### src/rtl/calc_seq_pkg.sv
// Shared state codes, opcode codes and result-range helper for the calculator sequencer.
// Pure definitions: no latency, no backpressure.
package calc_seq_pkg;

    typedef enum logic [2:0] {
        S_A    = 3'd0,
        S_OP   = 3'd1,
        S_B    = 3'd2,
        S_EXEC = 3'd3,
        S_DONE = 3'd4
    } state_e;

    localparam logic [1:0] OP_ADD  = 2'd0;
    localparam logic [1:0] OP_SUB  = 2'd1;
    localparam logic [1:0] OP_MULT = 2'd2;

    // True when the low 2*w bits of val are the sign extension of its low w bits.
    function automatic logic fits_width(input logic [63:0] val, input int w);
        logic [63:0] sx;
        logic [63:0] mask;
        sx   = $signed(val << (64 - w)) >>> (64 - w);
        mask = (64'd1 << (2 * w)) - 64'd1;
        return ((sx ^ val) & mask) == 64'd0;
    endfunction

endpackage

### src/rtl/calc_seq_mult.sv
// Iterative signed multiplier: load on cycle 0, one shift-add per cycle for WIDTH cycles.
// done pulses on cycle WIDTH with the signed product; start is ignored while running, abort wins.
module calc_seq_mult #(
    parameter int WIDTH = 8
) (
    input  logic                 clk,
    input  logic                 rst_n,
    input  logic                 start,
    input  logic                 abort,
    input  logic [WIDTH-1:0]     a,
    input  logic [WIDTH-1:0]     b,
    output logic                 done,
    output logic [2*WIDTH-1:0]   product
);

    localparam int CW = $clog2(WIDTH + 1);

    logic                 active_q;
    logic [CW-1:0]        cnt_q;
    logic                 neg_q;
    logic [2*WIDTH-1:0]   mcand_q;
    logic [WIDTH-1:0]     mplier_q;
    logic [2*WIDTH-1:0]   acc_q;
    logic [2*WIDTH-1:0]   acc_sum;
    logic [WIDTH-1:0]     mag_a;
    logic [WIDTH-1:0]     mag_b;

    always_comb begin
        // Magnitude of the most negative value still fits unsigned in WIDTH bits.
        mag_a   = a[WIDTH-1] ? -a : a;
        mag_b   = b[WIDTH-1] ? -b : b;
        acc_sum = acc_q + (mplier_q[0] ? mcand_q : '0);
        done    = active_q && (cnt_q == CW'(WIDTH));
        product = neg_q ? -acc_sum : acc_sum;
    end

    always_ff @(posedge clk or negedge rst_n) begin
        if (!rst_n) begin
            active_q <= 1'b0;
            cnt_q    <= '0;
            neg_q    <= 1'b0;
            mcand_q  <= '0;
            mplier_q <= '0;
            acc_q    <= '0;
        end else if (abort) begin
            active_q <= 1'b0;
        end else if (start && !active_q) begin
            active_q <= 1'b1;
            cnt_q    <= CW'(1);
            neg_q    <= a[WIDTH-1] ^ b[WIDTH-1];
            mcand_q  <= {{WIDTH{1'b0}}, mag_a};
            mplier_q <= mag_b;
            acc_q    <= '0;
        end else if (active_q) begin
            acc_q    <= acc_sum;
            mcand_q  <= mcand_q << 1;
            mplier_q <= mplier_q >> 1;
            cnt_q    <= cnt_q + CW'(1);
            if (done) begin
                active_q <= 1'b0;
            end
        end
    end

endmodule

### src/rtl/calc_op_sequencer.sv
// Calculator opcode sequencer: A, operator, B, then ADD/SUB in 1 cycle or MULT in WIDTH+1 cycles.
// All outputs registered; strobe-driven, no backpressure; op_clear overrides everything.
module calc_op_sequencer
    import calc_seq_pkg::*;
#(
    parameter int WIDTH    = 8,
    parameter bit CHAIN_EN = 1'b1
) (
    input  logic                 clk,
    input  logic                 rst_n,
    input  logic [WIDTH-1:0]     data_in,
    input  logic                 enter,
    input  logic                 op_add,
    input  logic                 op_sub,
    input  logic                 op_mult,
    input  logic                 op_clear,
    output logic [2:0]           state,
    output logic [1:0]           opcode,
    output logic [2*WIDTH-1:0]   result,
    output logic                 result_valid,
    output logic                 busy,
    output logic                 ovf
);

    localparam int RW = 2 * WIDTH;

    state_e             state_q, state_d;
    logic [WIDTH-1:0]   a_q, a_d;
    logic [WIDTH-1:0]   b_q, b_d;
    logic [1:0]         opcode_q, opcode_d;
    logic [RW-1:0]      result_q, result_d;
    logic               ovf_q, ovf_d;
    logic               valid_q, busy_q;

    logic               any_op;
    logic [1:0]         op_sel;
    logic [RW-1:0]      a_ext, b_ext;
    logic               mult_start;
    logic               mult_done;
    logic [RW-1:0]      mult_product;

    assign any_op     = op_add | op_sub | op_mult;
    assign op_sel     = op_add ? OP_ADD : (op_sub ? OP_SUB : OP_MULT);
    assign a_ext      = {{WIDTH{a_q[WIDTH-1]}}, a_q};
    assign b_ext      = {{WIDTH{b_q[WIDTH-1]}}, b_q};
    assign mult_start = (state_q == S_EXEC) && (opcode_q == OP_MULT);

    calc_seq_mult #(.WIDTH(WIDTH)) u_mult (
        .clk     (clk),
        .rst_n   (rst_n),
        .start   (mult_start),
        .abort   (op_clear),
        .a       (a_q),
        .b       (b_q),
        .done    (mult_done),
        .product (mult_product)
    );

    always_comb begin
        state_d  = state_q;
        a_d      = a_q;
        b_d      = b_q;
        opcode_d = opcode_q;
        result_d = result_q;
        ovf_d    = ovf_q;
        if (op_clear) begin
            state_d  = S_A;
            a_d      = '0;
            b_d      = '0;
            opcode_d = OP_ADD;
            result_d = '0;
            ovf_d    = 1'b0;
        end else begin
            case (state_q)
                S_A: begin
                    if (enter) begin
                        a_d     = data_in;
                        state_d = S_OP;
                    end
                end
                S_OP: begin
                    if (any_op) begin
                        opcode_d = op_sel;
                        state_d  = S_B;
                    end
                end
                // enter completes the entry; a lone operator just re-selects the opcode
                S_B: begin
                    if (enter) begin
                        b_d     = data_in;
                        state_d = S_EXEC;
                    end else if (any_op) begin
                        opcode_d = op_sel;
                    end
                end
                S_EXEC: begin
                    case (opcode_q)
                        OP_ADD: begin
                            result_d = a_ext + b_ext;
                            state_d  = S_DONE;
                        end
                        OP_SUB: begin
                            result_d = a_ext - b_ext;
                            state_d  = S_DONE;
                        end
                        OP_MULT: begin
                            if (mult_done) begin
                                result_d = mult_product;
                                state_d  = S_DONE;
                            end
                        end
                        default: state_d = S_A;
                    endcase
                end
                S_DONE: begin
                    if (enter) begin
                        state_d = S_A;
                    end else if (CHAIN_EN && any_op) begin
                        a_d      = result_q[WIDTH-1:0];
                        opcode_d = op_sel;
                        state_d  = S_B;
                        if (!fits_width(64'(result_q), WIDTH)) begin
                            ovf_d = 1'b1;
                        end
                    end
                end
                default: state_d = S_A;
            endcase
        end
    end

    always_ff @(posedge clk or negedge rst_n) begin
        if (!rst_n) begin
            state_q  <= S_A;
            a_q      <= '0;
            b_q      <= '0;
            opcode_q <= OP_ADD;
            result_q <= '0;
            ovf_q    <= 1'b0;
            valid_q  <= 1'b0;
            busy_q   <= 1'b0;
        end else begin
            state_q  <= state_d;
            a_q      <= a_d;
            b_q      <= b_d;
            opcode_q <= opcode_d;
            result_q <= result_d;
            ovf_q    <= ovf_d;
            valid_q  <= (state_d == S_DONE);
            busy_q   <= (state_d == S_EXEC);
        end
    end

    assign state        = state_q;
    assign opcode       = opcode_q;
    assign result       = result_q;
    assign result_valid = valid_q;
    assign busy         = busy_q;
    assign ovf          = ovf_q;

endmodule
### config.mk
export PLATFORM = sky130hd
export DESIGN_NAME = calc_op_sequencer
export DESIGN_NICKNAME = d
export VERILOG_FILES = /design/src/rtl/calc_seq_pkg.sv /design/src/rtl/calc_seq_mult.sv /design/src/rtl/calc_op_sequencer.sv
export SDC_FILE = /design/constraint.sdc
export NUM_CORES = 1
export LEC_CHECK = 0
export CAP_MARGIN = 15
export CELL_PAD_IN_SITES_DETAIL_PLACEMENT = 0
export CELL_PAD_IN_SITES_GLOBAL_PLACEMENT = 1
export CORE_MARGIN = 3
export CORE_UTILIZATION = 27
export CTS_CLUSTER_SIZE = 28
export DETAILED_ROUTE_END_ITERATION = 16
export HOLD_SLACK_MARGIN = 0.15
export PLACE_DENSITY_LB_ADDON = 0.1
export SLEW_MARGIN = 20
export SYNTH_ARGS = -nofsm -noshare
export SYNTH_HDL_FRONTEND = slang
export SYNTH_SLANG_ARGS = --single-unit
### constraint.sdc
create_clock -name clk -period 3.71 [get_ports clk]
set_input_delay 0.5565 -clock clk [delete_from_list [all_inputs] [get_ports clk]]
set_output_delay 0.5565 -clock clk [all_outputs]
set_load 0.03 [all_outputs]
==> results of run 1 <==
## final cells by class
type,instances,area [sq um],share of cell area (%)
multi-input cells,559,3740,52.3
clock buffers,10,239,3.34
well taps,280,350,4.90
flip-flops and latches,86,2150,30.1
inverters,32,120,1.68
clock inverters,6,67.6,0.945
repair buffers,52,478,6.69
## final timing paths
| check | endpoint | start | slack (ns) |
|---|---|---|---|
| worst max-delay path | result[15] | u_mult.mplier_q[0] | 0.42 |
| worst min register to register | u_mult.acc_q[9] | u_mult.acc_q[9] | 0.50 |
| worst max register to register | result[15] | u_mult.mplier_q[0] | 0.42 |
| worst min-delay path | result_valid | rst_n | 0.33 |
| max in group asynchronous | u_mult.mcand_q[13] | rst_n | 2.64 |
| min in group clk | u_mult.acc_q[9] | u_mult.acc_q[9] | 0.50 |
## state kept, by name (all words and copies together) (netlist names)
signal and flops:
busy 1, result_valid 1, u_mult.mplier_q 8, b_q 8, opcode 2, a_q 8
state 3, u_mult.neg_q 1, ovf 1, result 16, u_mult.mcand_q 16, u_mult.active_q 1
u_mult.acc_q 16, u_mult.cnt_q 4
## where the power goes
group	leakage (uW)	internal (uW)	total [uW]	switching, uW
sequential	0.00115	1020	1120	101
combinational	0.00172	386	965	579
clock	0.000145	545	984	439
## critical path: cells and delay by family, from the launching register on
kind / cells / cell delay, ns
AOI/OAI and AO/OA: 7 / 1.99
DFF: 1 / 0.37
adders and majority gates: 1 / 0.32
buffers and inverters: 1 / 0.17
and+or+nand+nor: 1 / 0.17
xor gates and xnor gates: 1 / 0.16
## metal layers
| metal | track usage (%) | vias to the layer above | wire (microns) |
|---|---|---|---|
| met5 | 0 | - | 13 |
| met4 | 3.76 | 2 | 182 |
| met3 | 2.89 | 13 | 760 |
| met2 | 25.5 | 111 | 8970 |
| met1 | 22.9 | 2634 | 9790 |
| li1 | - | 2654 | - |
## through the flow
stage | worst slack (ns) | hold WS [ns] | cells | power [uW] | utilization [%]
final | 0.420 | 0.332 | 1025 | 3070 | 32.3
after global routing | 0.167 | 0.389 | 1025 | 3250 | 32.3
after CTS | 0.420 | 0.369 | 1025 | 3120 | 32.3
after detailed placement | 0.437 | 0.490 | 1009 | 2110 | 30.9
after global placement | 0.486 | 0.478 | 1009 | 2100 | 30.9
after floorplan | 0.658 | 0.261 | 717 | 1830 | -
## cell families after synthesis
logic type / Yosys count / share of synthesized area, %
AOI/OAI and AO/OA: 237 / 25.4
and+or+nand+nor: 223 / 17.7
DFF: 86 / 34.8
buffers and inverters: 72 / 4.82
xor gates and xnor gates: 43 / 6.09
adders and majority gates: 43 / 9.07
muxes: 13 / 2.12
## cells in the final DEF (no fill, tap or decap), types with 10 or more instances in the layout
cell type / Yosys / final
dfrtp_1: 86 / 86
nor2_1: 63 / 62
a21oi_1: 58 / 58
nand2_1: 56 / 56
o21ai_0: 46 / 46
ha_1: 40 / 40
clkdlybuf4s50_1: 0 / 36
inv_1: 32 / 32
xnor2_1: 29 / 29
and2_1: 20 / 20
o31ai_1: 17 / 17
a22o_1: 17 / 17
nor3_1: 16 / 16
nand3_1: 16 / 16
buf_4: 2 / 15
xor2_1: 14 / 14
o22ai_1: 13 / 13
mux2i_1: 12 / 12
nand2b_1: 10 / 10
o211ai_1: 10 / 10
==> flow_summary.json, run 1 <==
{
  "grt_use_total_pct": 16.1,
  "die_y_microns": 157,
  "cap_viol_max_count": 0,
  "place_area_sq_um": 6840,
  "worst_pin_slew_ns": 0.939,
  "hold_buffers": 0,
  "post-route-min-period_ns": 3.29,
  "synth_area_sq_um": 6180,
  "crit_fanout": 16,
  "post_drt_wl_per_cell_microns": 19.2,
  "synthTopCellsByCount": "dfrtp_1 (86), nor2_1 (63), a21oi_1 (58)",
  "synthCells": 717,
  "drc": 0,
  "min_path_type": "input port to async pin",
  "place.gp.congestion": 0.846,
  "critical_path_arrival_ns": 3.53,
  "pin_count": 39,
  "drt_first_pass_iters": 5,
  "synth_cell_types": 70,
  "grt_overflow": 0,
  "area_growth_pct": 15.6,
  "peakVddDrop_uv": 213,
  "grt_pass1_wl_microns": 30600,
  "portBuffers": 38,
  "yosysSeqAreaShare_pct": 34.8,
  "synth_area_leaders": "dfrtp_1 (35%), ha_1 (8.1%), a21oi_1 (4.7%)",
  "cts_buffers": 9,
  "yosysTopAreaCell": "dfrtp_1",
  "grt_max_degree": 68,
  "yosysMostFrequentCell": "dfrtp_1",
  "die_w_microns": 157,
  "root_buffer": "clkbuf_16",
  "drt-initial-drc-count": 333,
  "slew_viol_final": 0,
  "antenna_found_initial": 1,
  "synth-main-ff-cell": "dfrtp_1",
  "diodes": 0,
  "cpPeakStageDelay_ns": 0.52,
  "fmax_mhz": 304,
  "critPathSlowestCell": "a2111oi_1",
  "cts.sinks": 86,
  "fin_setup_tns_ns": 0,
  "outcome": "completed",
  "htree_levels": 3,
  "syn_avg_cell_area_sq_um": 8.62,
  "via_per_inst": 5.28,
  "ys_seq_elements": 86,
  "power.density_nw_per_um2": 429,
  "clk_pin_slew_ns": 0.08,
  "crit_chain": "buf_4, and2_1, ha_1, a211oi_2, o21bai_1, a2111oi_1, o32ai_1, a2111o_1, o41ai_2, xnor2_1, o21ai_1",
  "worstRegToRegCells": 11,
  "synthesis.nets": 775,
  "p_leak_uw": 0.00302,
  "hpwl_microns": 14700,
  "max_slew_margin_pct": 37.4,
  "rsz0062_at_grt": "false",
  "startpoint_type": "register",
  "fill_cells": 2355,
  "grt_pass1_vias": 5289,
  "postRouteWirelength_microns": 19700,
  "post_cts_buffers": 0,
  "yosys.area.top_type_share_pct": 34.8,
  "cp-end-kind": "register",
  "synth_edf_count": 0,
  "coreArea_sq_um": 22200,
  "async_flop_share_pct": 100,
  "clkLatencyLatePin_ns": 0.36,
  "yosys_warnings": 0,
  "ant_nets": 0,
  "clk_path_buf_depth": 2,
  "vias": 5414,
  "finalSetupViolCount": 0,
  "start_util_pct": 27.9,
  "dieArea_sq_um": 24800,
  "hold_violations": 0,
  "rows": 54,
  "cts_resized": 0,
  "drive_gt1_share_pct": 6.71,
  "required_ns": 3.95,
  "clock_skew_ns": 0.0136,
  "timing_worst_setup_path_type": "register to register",
  "timing.final.crit_share_pct": 88.7,
  "num-nets-final": 798,
  "cts_tree": "built",
  "stdcell_area_sq_um": 7150
}
Power figures use the tool's default switching activity.
==> inputs of run 2 (changes only) <==
--- a/config.mk
+++ b/config.mk
@@ -12,7 +12,6 @@
 export CORE_UTILIZATION = 27
 export CTS_CLUSTER_SIZE = 28
 export DETAILED_ROUTE_END_ITERATION = 16
-export HOLD_SLACK_MARGIN = 0.15
 export PLACE_DENSITY_LB_ADDON = 0.1
 export SLEW_MARGIN = 20
 export SYNTH_ARGS = -nofsm -noshare
==> results of run 2 <==
Final layout, timing and power as in run 1 (identical DEF).
